### config.mk
export PLATFORM = sky130hd
export DESIGN_NAME = uart_tx_param
export DESIGN_NICKNAME = d
export VERILOG_FILES = /design/src/rtl/uart_pkg.sv /design/src/rtl/uart_sync_fifo.sv /design/src/rtl/uart_tx_param.sv
export SDC_FILE = /design/constraint.sdc
export NUM_CORES = 1
export LEC_CHECK = 0
export BUFFER_PORTS_ARGS = -buffer_cell sky130_fd_sc_hd__buf_4
export CORE_MARGIN = 5
export CORE_UTILIZATION = 40
export CTS_CLUSTER_SIZE = 8
export DETAILED_ROUTE_END_ITERATION = 6
export HOLD_SLACK_MARGIN = 0.06
export SETUP_SLACK_MARGIN = 0.4
export SYNTH_ARGS = -nofsm -noshare
export SYNTH_HDL_FRONTEND = slang
export SYNTH_SLANG_ARGS = --single-unit
### constraint.sdc
create_clock -name clock -period 11.65 [get_ports clock]
set_clock_uncertainty 0.05 [all_clocks]
set_input_delay 0.5825 -clock clock [delete_from_list [all_inputs] [get_ports clock]]
set_output_delay 0.5825 -clock clock [all_outputs]
set_load 0.03 [all_outputs]
### src/rtl/uart_pkg.sv
// Shared UART types and constants: parity codes, TX state enum, character-length helpers.
// Imported by the transmit engine and, later, the parametrised receiver.
package uart_pkg;

    localparam logic [1:0] PAR_NONE = 2'b00;
    localparam logic [1:0] PAR_ODD  = 2'b01;
    localparam logic [1:0] PAR_EVEN = 2'b10;

    localparam int   MIN_CHAR_LEN = 5;
    localparam logic STOP_1       = 1'b0;
    localparam logic STOP_2       = 1'b1;

    typedef enum logic [2:0] {
        IDLE,
        START,
        DATA,
        PARITY,
        STOP
    } tx_state_t;

    // Out-of-range lengths fall back to the widest character the instance supports.
    function automatic logic [3:0] eff_char_len(input logic [3:0] len, input int max_len);
        if (int'(len) < MIN_CHAR_LEN || int'(len) > max_len) begin
            return 4'(max_len);
        end
        return len;
    endfunction

    function automatic logic parity_en(input logic [1:0] par);
        return (par == PAR_ODD) || (par == PAR_EVEN);
    endfunction

endpackage

### src/rtl/uart_sync_fifo.sv
// Synchronous first-word-fall-through FIFO, zero read latency; a write while full is accepted
// only if a pop happens in the same cycle, otherwise it is dropped and sets a sticky overflow.
module uart_sync_fifo #(
    parameter int WIDTH = 8,
    parameter int DEPTH = 16
) (
    input  logic                     clock,
    input  logic                     reset,
    input  logic                     i_wr_en,
    input  logic [WIDTH-1:0]         i_wr_data,
    input  logic                     i_rd_en,
    output logic [WIDTH-1:0]         o_rd_data,
    input  logic                     i_err_clr,
    output logic                     o_full,
    output logic                     o_empty,
    output logic                     o_overflow,
    output logic [$clog2(DEPTH):0]   o_count
);
    localparam int AW = $clog2(DEPTH);

    logic [WIDTH-1:0] r_mem [DEPTH];
    logic [AW-1:0]    r_wr_ptr;
    logic [AW-1:0]    r_rd_ptr;
    logic [AW:0]      r_count;
    logic             r_overflow;
    logic             w_rd;
    logic             w_wr;

    assign o_full     = (r_count == (AW+1)'(DEPTH));
    assign o_empty    = (r_count == '0);
    assign o_count    = r_count;
    assign o_overflow = r_overflow;
    assign o_rd_data  = r_mem[r_rd_ptr];

    assign w_rd = i_rd_en && !o_empty;
    assign w_wr = i_wr_en && (!o_full || w_rd);

    always_ff @(posedge clock) begin
        if (w_wr) begin
            r_mem[r_wr_ptr] <= i_wr_data;
        end
    end

    always_ff @(posedge clock or posedge reset) begin
        if (reset) begin
            r_wr_ptr   <= '0;
            r_rd_ptr   <= '0;
            r_count    <= '0;
            r_overflow <= 1'b0;
        end else begin
            if (w_wr) begin
                r_wr_ptr <= r_wr_ptr + 1'b1;
            end
            if (w_rd) begin
                r_rd_ptr <= r_rd_ptr + 1'b1;
            end
            case ({w_wr, w_rd})
                2'b10:   r_count <= r_count + 1'b1;
                2'b01:   r_count <= r_count - 1'b1;
                default: r_count <= r_count;
            endcase
            // A fresh overflow outranks a simultaneous clear.
            if (i_wr_en && o_full && !w_rd) begin
                r_overflow <= 1'b1;
            end else if (i_err_clr) begin
                r_overflow <= 1'b0;
            end
        end
    end

endmodule

### src/rtl/uart_tx_param.sv
// UART transmitter with runtime divisor/length/parity/stop config and integrated TX FIFO;
// first start bit one clock after pop. Optional clear-to-send gating via macro UART_TX_CTS_EN.
module uart_tx_param
    import uart_pkg::*;
#(
    parameter int DATA_W     = 8,
    parameter int FIFO_DEPTH = 16,
    parameter int DIV_W      = 16
) (
    input  logic                          clock,
    input  logic                          reset,
    input  logic [DIV_W-1:0]              divisor,
    input  logic [3:0]                    char_len,
    input  logic [1:0]                    parity_type,
    input  logic                          stop_bits,
    input  logic                          send,
    input  logic                          wr_uart,
    input  logic [DATA_W-1:0]             wr_data,
    input  logic                          err_clr,
`ifdef UART_TX_CTS_EN
    input  logic                          cts_n,
`endif
    output logic                          tx_line,
    output logic                          tx_busy,
    output logic                          tx_fifo_full,
    output logic                          tx_fifo_empty,
    output logic                          tx_fifo_err,
    output logic [$clog2(FIFO_DEPTH):0]   tx_fifo_count
);
    tx_state_t         r_state;
    tx_state_t         w_state_nxt;
    logic [DIV_W-1:0]  r_div;
    logic [DIV_W-1:0]  r_baud_cnt;
    logic [3:0]        r_len;
    logic [3:0]        r_bit_idx;
    logic [1:0]        r_par;
    logic              r_stop2;
    logic              r_stop_idx;
    logic              r_par_bit;
    logic [DATA_W-1:0] r_shift;

    logic              w_pop;
    logic              w_can_start;
    logic              w_bit_end;
    logic [DATA_W-1:0] w_fifo_dat;
    logic [DATA_W-1:0] w_masked;
    logic [3:0]        w_len;

    uart_sync_fifo #(
        .WIDTH (DATA_W),
        .DEPTH (FIFO_DEPTH)
    ) u_fifo (
        .clock      (clock),
        .reset      (reset),
        .i_wr_en    (wr_uart),
        .i_wr_data  (wr_data),
        .i_rd_en    (w_pop),
        .o_rd_data  (w_fifo_dat),
        .i_err_clr  (err_clr),
        .o_full     (tx_fifo_full),
        .o_empty    (tx_fifo_empty),
        .o_overflow (tx_fifo_err),
        .o_count    (tx_fifo_count)
    );

`ifdef UART_TX_CTS_EN
    logic [1:0] r_cts_sync;

    always_ff @(posedge clock or posedge reset) begin
        if (reset) begin
            r_cts_sync <= 2'b11;
        end else begin
            r_cts_sync <= {r_cts_sync[0], cts_n};
        end
    end

    assign w_can_start = send && !tx_fifo_empty && !r_cts_sync[1];
`else
    assign w_can_start = send && !tx_fifo_empty;
`endif

    assign w_len     = eff_char_len(char_len, DATA_W);
    assign w_bit_end = (r_baud_cnt == r_div);
    assign tx_busy   = (r_state != IDLE);

    always_comb begin
        w_masked = '0;
        for (int i = 0; i < DATA_W; i++) begin
            if (i < int'(w_len)) begin
                w_masked[i] = w_fifo_dat[i];
            end
        end
    end

    always_comb begin
        w_state_nxt = r_state;
        w_pop       = 1'b0;
        case (r_state)
            IDLE: begin
                if (w_can_start) begin
                    w_pop       = 1'b1;
                    w_state_nxt = START;
                end
            end
            START: begin
                if (w_bit_end) begin
                    w_state_nxt = DATA;
                end
            end
            DATA: begin
                if (w_bit_end && (r_bit_idx == r_len - 4'd1)) begin
                    w_state_nxt = parity_en(r_par) ? PARITY : STOP;
                end
            end
            PARITY: begin
                if (w_bit_end) begin
                    w_state_nxt = STOP;
                end
            end
            STOP: begin
                if (w_bit_end && (r_stop_idx || (r_stop2 == STOP_1))) begin
                    if (w_can_start) begin
                        w_pop       = 1'b1;
                        w_state_nxt = START;
                    end else begin
                        w_state_nxt = IDLE;
                    end
                end
            end
            default: w_state_nxt = IDLE;
        endcase
    end

    always_comb begin
        tx_line = 1'b1;
        case (r_state)
            START:   tx_line = 1'b0;
            DATA:    tx_line = r_shift[0];
            PARITY:  tx_line = r_par_bit;
            default: tx_line = 1'b1;
        endcase
    end

    always_ff @(posedge clock or posedge reset) begin
        if (reset) begin
            r_state    <= IDLE;
            r_div      <= '0;
            r_baud_cnt <= '0;
            r_len      <= 4'(DATA_W);
            r_bit_idx  <= '0;
            r_par      <= PAR_NONE;
            r_stop2    <= STOP_1;
            r_stop_idx <= 1'b0;
            r_par_bit  <= 1'b0;
            r_shift    <= '0;
        end else begin
            r_state <= w_state_nxt;
            if (w_pop) begin
                // Whole frame config is frozen here so mid-frame input changes are ignored.
                r_div      <= divisor;
                r_len      <= w_len;
                r_par      <= parity_type;
                r_stop2    <= stop_bits;
                r_shift    <= w_masked;
                r_par_bit  <= (parity_type == PAR_ODD) ? ~^w_masked : ^w_masked;
                r_baud_cnt <= '0;
                r_bit_idx  <= '0;
                r_stop_idx <= 1'b0;
            end else if (r_state != IDLE) begin
                if (w_bit_end) begin
                    r_baud_cnt <= '0;
                    if (r_state == DATA) begin
                        r_shift   <= r_shift >> 1;
                        r_bit_idx <= r_bit_idx + 4'd1;
                    end
                    if (r_state == STOP) begin
                        r_stop_idx <= 1'b1;
                    end
                end else begin
                    r_baud_cnt <= r_baud_cnt + 1'b1;
                end
            end
        end
    end

endmodule
==> Yosys cells after proc, flatten, opt, wreduce, memory -nomap -nowiden <==
Memories as Yosys holds them, arrays and structs flattened.
Index checks and enable logic that the tools add are counted.
{ "classes": {"eq_ne": 17, "n_reduce_logical": 28, "n_mux": 44, "bitwise_logic": 1, "add_sub_neg": 7, "order_cmp": 10} }
{ "ops": {"columns": ["cell", "count"], "rows": [
  ["$mux 16", 3],
  ["$mux 8", 4],
  ["$mux 4", 6],
  ["$mux 1", 21],
  ["$mux 3", 6],
  ["$add 16x1->16 const B", 1],
  ["$eq 16x16->1", 1],
  ["$lt 3x4->1 const A", 4],
  ["$pmux 3 s5", 1],
  ["$add 4x1->4 const B", 3],
  ["$reduce_bool 2->1", 6],
  ["$ne 2x2->1 const B", 5],
  ["$pmux 5 s2", 1],
  ["$lt 1x4->1 const A", 2],
  ["$lt 2x4->1 const A", 2],
  ["$reduce_xnor 8->1", 1],
  ["$reduce_xor 8->1", 1],
  ["$logic_and 1x1->1", 7],
  ["$eq 2x1->1 const B", 3],
  ["$eq 3x2->1 const B", 2],
  ["$reduce_and 3->1", 2],
  ["$add 5x1->5 const B", 1],
  ["$eq 5x5->1 const B", 1],
  ["$logic_not 5->1", 1],
  ["other kinds (16)", 22]
]} }
{ "word_totals": {"mem_bits_rw": 128, "output_inout_bits": 10, "word_cells": 122, "regBits": 70, "inputBits": 36, "n_memories": 1} }
{ "mem_list": {"columns": ["name", "depth", "width", "read_ports", "rd_clocked_by_memory_dff", "wr", "line_no", "source"], "rows": [
  ["u_fifo.r_mem", 16, 8, 1, 0, 1, "uart_sync_fifo.sv:21", "logic [WIDTH-1:0] r_mem [DEPTH];"]
]} }

==> Logic depth before layout (Yosys ltp) <==
{ "logic_depth": {"depth_word": 11, "mapped_depth": 18, "depth_no_buf": 16} }

==> By module <==
From an unflattened synthesis, not the netlist that was laid out.
{ "hier_totals": {"cells_unflattened": 581, "hier_area_um2": 8898.5} }
{ "by_module_without_submodules": {"columns": ["module", "n_inst", "cells_each", "area_per_inst_um2", "seq_area_each_um2"], "rows": [
  ["uart_sync_fifo", 1, 299, 5878.1, 4194.0],
  ["uart_tx_param", 1, 282, 3020.4, 1402.6]
]} }

==> Worst setup path before layout <==
No wires, ideal clock.
{ "synth_timing": {"path_kind": "reg-to-reg", "from": "reg r_baud_cnt[12]", "to": "reg u_fifo.r_count[4], in the netlist u_fifo.o_count[4]", "path_stages_with_launch": 16, "setup_ns": 0.081, "t_required_ns": 11.519, "synth_period_minus_slack_ns": 3.663, "t_arrival_ns": 3.532, "setup_slack_ns": 7.987, "cell_sequence": "dfrtp_1 > xor2_1 > nor4_1 > nand4_1 > o21ai_0 > nand3_1 > inv_1 > buf_2 > buf_1 > ha_1 > clkbuf_1 > or4b_2 > o22ai_1 > nor2_1 > nor2_1 > xor2_1"} }
{ "synth_via": {"elab_chain_len": 9, "elab_cells_between_ends": 11, "classes_between": "eq/ne: 3; mux: 3; reduce/logical: 5"} }
{ "synth_rtl": {"columns": ["item", "line_no", "source"], "rows": [
  ["start, declared", "uart_tx_param.sv:33", "logic [DIV_W-1:0] r_baud_cnt;"],
  ["start signal, assigned", "uart_tx_param.sv:180", "r_baud_cnt <= r_baud_cnt + 1'b1;"],
  ["$eq 16x16->1 (*)", "uart_tx_param.sv:83", "assign w_bit_end = (r_baud_cnt == r_div);"],
  ["$logic_and 1x1->1 (*)", "uart_tx_param.sv:121", "if (w_bit_end && (r_stop_idx || (r_stop2 == STOP_1))) begin"],
  ["$mux 1 (*)", "uart_tx_param.sv:121", null],
  ["$pmux 1 s2 (*)", "uart_tx_param.sv:98", "case (r_state)"],
  ["$logic_and 1x1->1 (*)", "uart_sync_fifo.sv:35", "assign w_rd = i_rd_en && !o_empty;"],
  ["net u_fifo.w_rd", "uart_sync_fifo.sv:26", "logic w_rd;"],
  ["$logic_or 1x1->1", "uart_sync_fifo.sv:36", "assign w_wr = i_wr_en && (!o_full || w_rd);"],
  ["$logic_and 1x1->1", "uart_sync_fifo.sv:36", null],
  ["$eq 2x1->1 / $eq 2x2->1 (equally long branches)", "uart_sync_fifo.sv:57", "case ({w_wr, w_rd})"],
  ["$pmux 5 s2 / $reduce_bool 2->1 (equally long branches)", null, null],
  ["end signal, assigned", "uart_sync_fifo.sv:58", "2'b10: r_count <= r_count + 1'b1;"],
  ["end signal, assigned", "uart_sync_fifo.sv:59", "2'b01: r_count <= r_count - 1'b1;"],
  ["end signal, assigned", "uart_sync_fifo.sv:60", "default: r_count <= r_count;"],
  ["end, declared", "uart_sync_fifo.sv:24", "logic [AW:0] r_count;"]
]} }
The timed path passes the listed nets; every way through them passes the cells marked *.
A chain may end at the register's enable or synchronous reset.

==> Final worst setup path <==
{ "layout_timing": {"from": "reg r_baud_cnt[3]", "to": "reg u_fifo.r_count[4], in the netlist u_fifo.o_count[4]"} }
{ "layout_via": {"elab_chain_len": 9, "elab_cells_between_ends": 11, "classes_between": "eq/ne: 3; mux: 3; reduce/logical: 5"} }
{ "layout_rtl": {"columns": ["item", "line_no"], "rows": [
  ["$eq 16x16->1 (*)", "uart_tx_param.sv:83"],
  ["$logic_and 1x1->1 (*)", "uart_tx_param.sv:121"],
  ["$mux 1 (*)", "uart_tx_param.sv:121"],
  ["$pmux 1 s2 (*)", "uart_tx_param.sv:98"],
  ["$logic_and 1x1->1 (*)", "uart_sync_fifo.sv:35"],
  ["$logic_or 1x1->1", "uart_sync_fifo.sv:36"],
  ["$logic_and 1x1->1", "uart_sync_fifo.sv:36"],
  ["$eq 2x1->1 / $eq 2x2->1 (equally long branches)", "uart_sync_fifo.sv:57"],
  ["$pmux 5 s2 / $reduce_bool 2->1 (equally long branches)", null]
]} }
Mark *: on every way between the ends. The rest lies on a longest branch, timed or not.

==> key figures <==
Synthesis
  • Mapped cell area: between 8000 and 9000 um^2
  • Main synth FF type: edfxtp_1
  • Ys async rst share: 0.354
  • Syn_nets: about 640
  • Synth warn: 0
  • Part of the Yosys area used for sequential elements: 0.642
  • Register bit count reported by yosys: ~200
  • Library cells used by synthesis: 53
  • Gate Count Post-Synth: 590
  • Post-synth EDFFs: around 130
  • Mean Syn Cell Area: between 10 and 15 um^2

Power
  • Worst VDD drop: ~0.10 mV
  • LEAKAGE: about 0.0038 uW
  • PD cells: about 250 nW/um^2

Clock network
  • CTS sink count: between 150 and 200
  • Post-CTS setup buffer count: 0
  • Root Buffer: clkbuf_16
  • Cts repair resizes: 0
  • Clock slew at reported path FFs: 0.08 ns
  • # H-tree levels: 4
  • Hold_buf cts: 0
  • Cts bufs inserted: 17
  • TritonCTS clock tree: yes
  • Clk Latency, worst-skew pair: 0.43 ns
  • CTS max path bufs: 2

Routing
  • Initial DRC count: 223
  • Via density: 5.23
  • Final antenna-violating net count: 0
  • Final WL: roughly 18000 um
  • Total number of vias: roughly 4800
  • DR WL/cell: 19.5 um
  • DRT Pass-1 Iters: 5
  • Post-route DRC: 0

Timing
  • Fin Hold WS: a little over 0.3 ns
  • Setup TNS: 0 ns
  • Slew Limit Fails: 0
  • Post-layout min period: approximately 4 ns
  • Tcrit/Tclk final: 0.333
  • Final setup fails: 0
  • Worst slew pin tran: 1.05 ns
  • Slew HR: 0.277
  • Max Clk Rate: approximately 0.26 GHz
  • RSZ-0062 raised after global routing: no
  • Endpoints failing hold: 0

GRT
  • Met3 usage in global routing: 0.0312
  • GR Util met1: 0.200
  • GRT Overall Usage: 0.152
  • Remaining global-route overflow: 0
  • Largest net degree at the start of global routing: between 70 and 80
  • Met2 Track Usage GR: 0.254
  • Initial antenna violation count: 0
  • GRT Max-Usage Layer: met2
  • First-pass GRT wire length: between 20000 and 30000 um
  • Vias in the first global route: about 5000

Final layout
  • Most frequent cells in the layout: edfxtp_1, dfrtp_1, buf_4, nor2_1, xor2_1
  • Commonest non-fill, non-tap cell in the layout: edfxtp_1
  • Fillers: between 1500 and 2000
  • Syn-to-layout area delta: 13.5%
  • Share of cells above drive strength 1: 0.203
  • Final non-filler cell total: just over 900
  • Final net count: a little under 700
  • Post-Route Utilization: 0.458
  • Antenna Cells: 0

Job
  • Max Cap Viol: 0

Place
  • Placed instance count: roughly 900
  • IO Port Bufs: between 40 and 50
  • GP Congestion: ~0.8
  • DP HPWL: around 12000 um

Worst hold path
  • Min-delay src: err_clr
  • Min-delay worst type: input port to flip-flop

Worst setup path
  • Origin of the worst setup path: r_baud_cnt[3]
  • Crit. End Element: flip-flop
  • Critical-path cell list: xor2_1 > nor4_1 > nand4_1 > o21ai_0 > nand3_1 > inv_1 > buf_4 > ha_1 > or4b_2 > o22ai_1 > nor2_1 > nor2_1 > xor2_1
  • Critical Path Fanout Max: 38
  • Critical Path RT: 11.96 ns
  • Type of origin of the critical path: flip-flop
  • CP Class: flip-flop to flip-flop
  • WP data arrival: around 4.2 ns
  • CP top delay family: simple AND/OR/NAND/NOR gates
  • Slowest stage delay, CP: 0.62 ns
  • CP max stage cell: or4b_2
  • Worst r2r src: r_baud_cnt[3]
  • R2R Setup Slk: about 7.8 ns
  • Worst path bufs/invs: 2

Die
  • Die footprint: approximately 25000 um^2
  • # rows: between 50 and 60
  • Count of boundary I/O pins: 46
  • Core area: 21600 um^2
  • Die Height: between 150 and 200 um
  • Die X: about 160 um
  • Initial Util: 0.403

Status
  • Status: completed
## report_power, final
group	leakage, uW	internal, uW	total (uW)	switching (uW)
Sequential	0.00203	889	1010	121
Combinational	0.00145	424	866	442
Clock	0.000276	283	564	281
## path summary, 6_finish.rpt
check                                          end  depth (start not counted)
worst max-delay path             u_fifo.o_count[4]                         13
worst min-delay path             u_fifo.o_overflow                          2
worst max register to register   u_fifo.o_count[4]                         13
worst min register to register            r_len[3]                          2
max in group asynchronous       u_fifo.r_rd_ptr[0]                          3
min in group asynchronous        u_fifo.o_count[1]                          3
## layer usage
layer,vias to the layer above,part of all wire
met5,-,0
met2,101,0.51
met1,2436,0.44
li1,2295,-
met3,15,0.038
met4,0,0.015
## synth_stat cells (3+ instances only)
cell	instances	area share
a21oi_1	9	0.0052
ha_1	11	0.016
nor2b_1	9	0.0065
xnor2_1	21	0.021
dfrtp_1	69	0.20
a22oi_1	6	0.0052
mux4_1	8	0.024
buf_1	4	0.0017
xor2_1	31	0.031
inv_1	17	0.0073
edfxtp_1	128	0.44
buf_2	6	0.0034
nand2_1	30	0.013
clkbuf_1	12	0.0052
a21o_1	3	0.0026
a211oi_1	3	0.0026
mux4_2	22	0.057
nand4_1	7	0.0050
and2_1	16	0.011
a2111oi_0	3	0.0030
o211ai_1	4	0.0034
mux2i_1	16	0.018
nor3_1	4	0.0023
nor2_1	40	0.017
mux2_2	23	0.030
o21ai_0	29	0.017
nor4_1	6	0.0043
nand3_1	22	0.013
nand3b_1	4	0.0034
## per-stage QoR
stage / setup slack, ns / instance area [um^2] / total power [uW]
finish: 7.77 / 9900 / 2440
global route: 7.51 / 9900 / 2590
CTS: 7.76 / 9900 / 2470
detailed placement: 7.81 / 9330 / 1900
global placement: 7.88 / 9330 / 1870
floorplan: 7.99 / 8720 / 1670
## cells by family after synthesis
group / share of synthesized area
flops: 0.642
simple gates: 0.0828
compound gates: 0.0504
xor+xnor: 0.0575
mux: 0.131
fa+ha+maj: 0.0158
buf+inv: 0.0211
## layout make-up
| type | count | area (um^2) | area share |
|---|---|---|---|
| clock inverter | 14 | 143 | 0.0144 |
| clock buffer | 17 | 425 | 0.0430 |
| tap | 280 | 350 | 0.0354 |
| timing repair buffer | 50 | 375 | 0.0379 |
| inverter | 17 | 63.8 | 0.00645 |
| sequential | 198 | 5600 | 0.566 |
| multi-input combinational | 350 | 2940 | 0.297 |
## registers in the layout, indices dropped and copies added (netlist names)
register / flops
u_fifo.o_overflow: 1
r_stop2: 1
r_len: 4
u_fifo.r_rd_ptr: 4
r_par_bit: 1
r_div: 16
r_baud_cnt: 16
r_state: 3
u_fifo.r_wr_ptr: 4
r_par: 2
r_shift: 8
u_fifo.o_count: 5
r_bit_idx: 4
u_fifo.r_mem: 128
r_stop_idx: 1
Power figures use the tool's default switching activity.
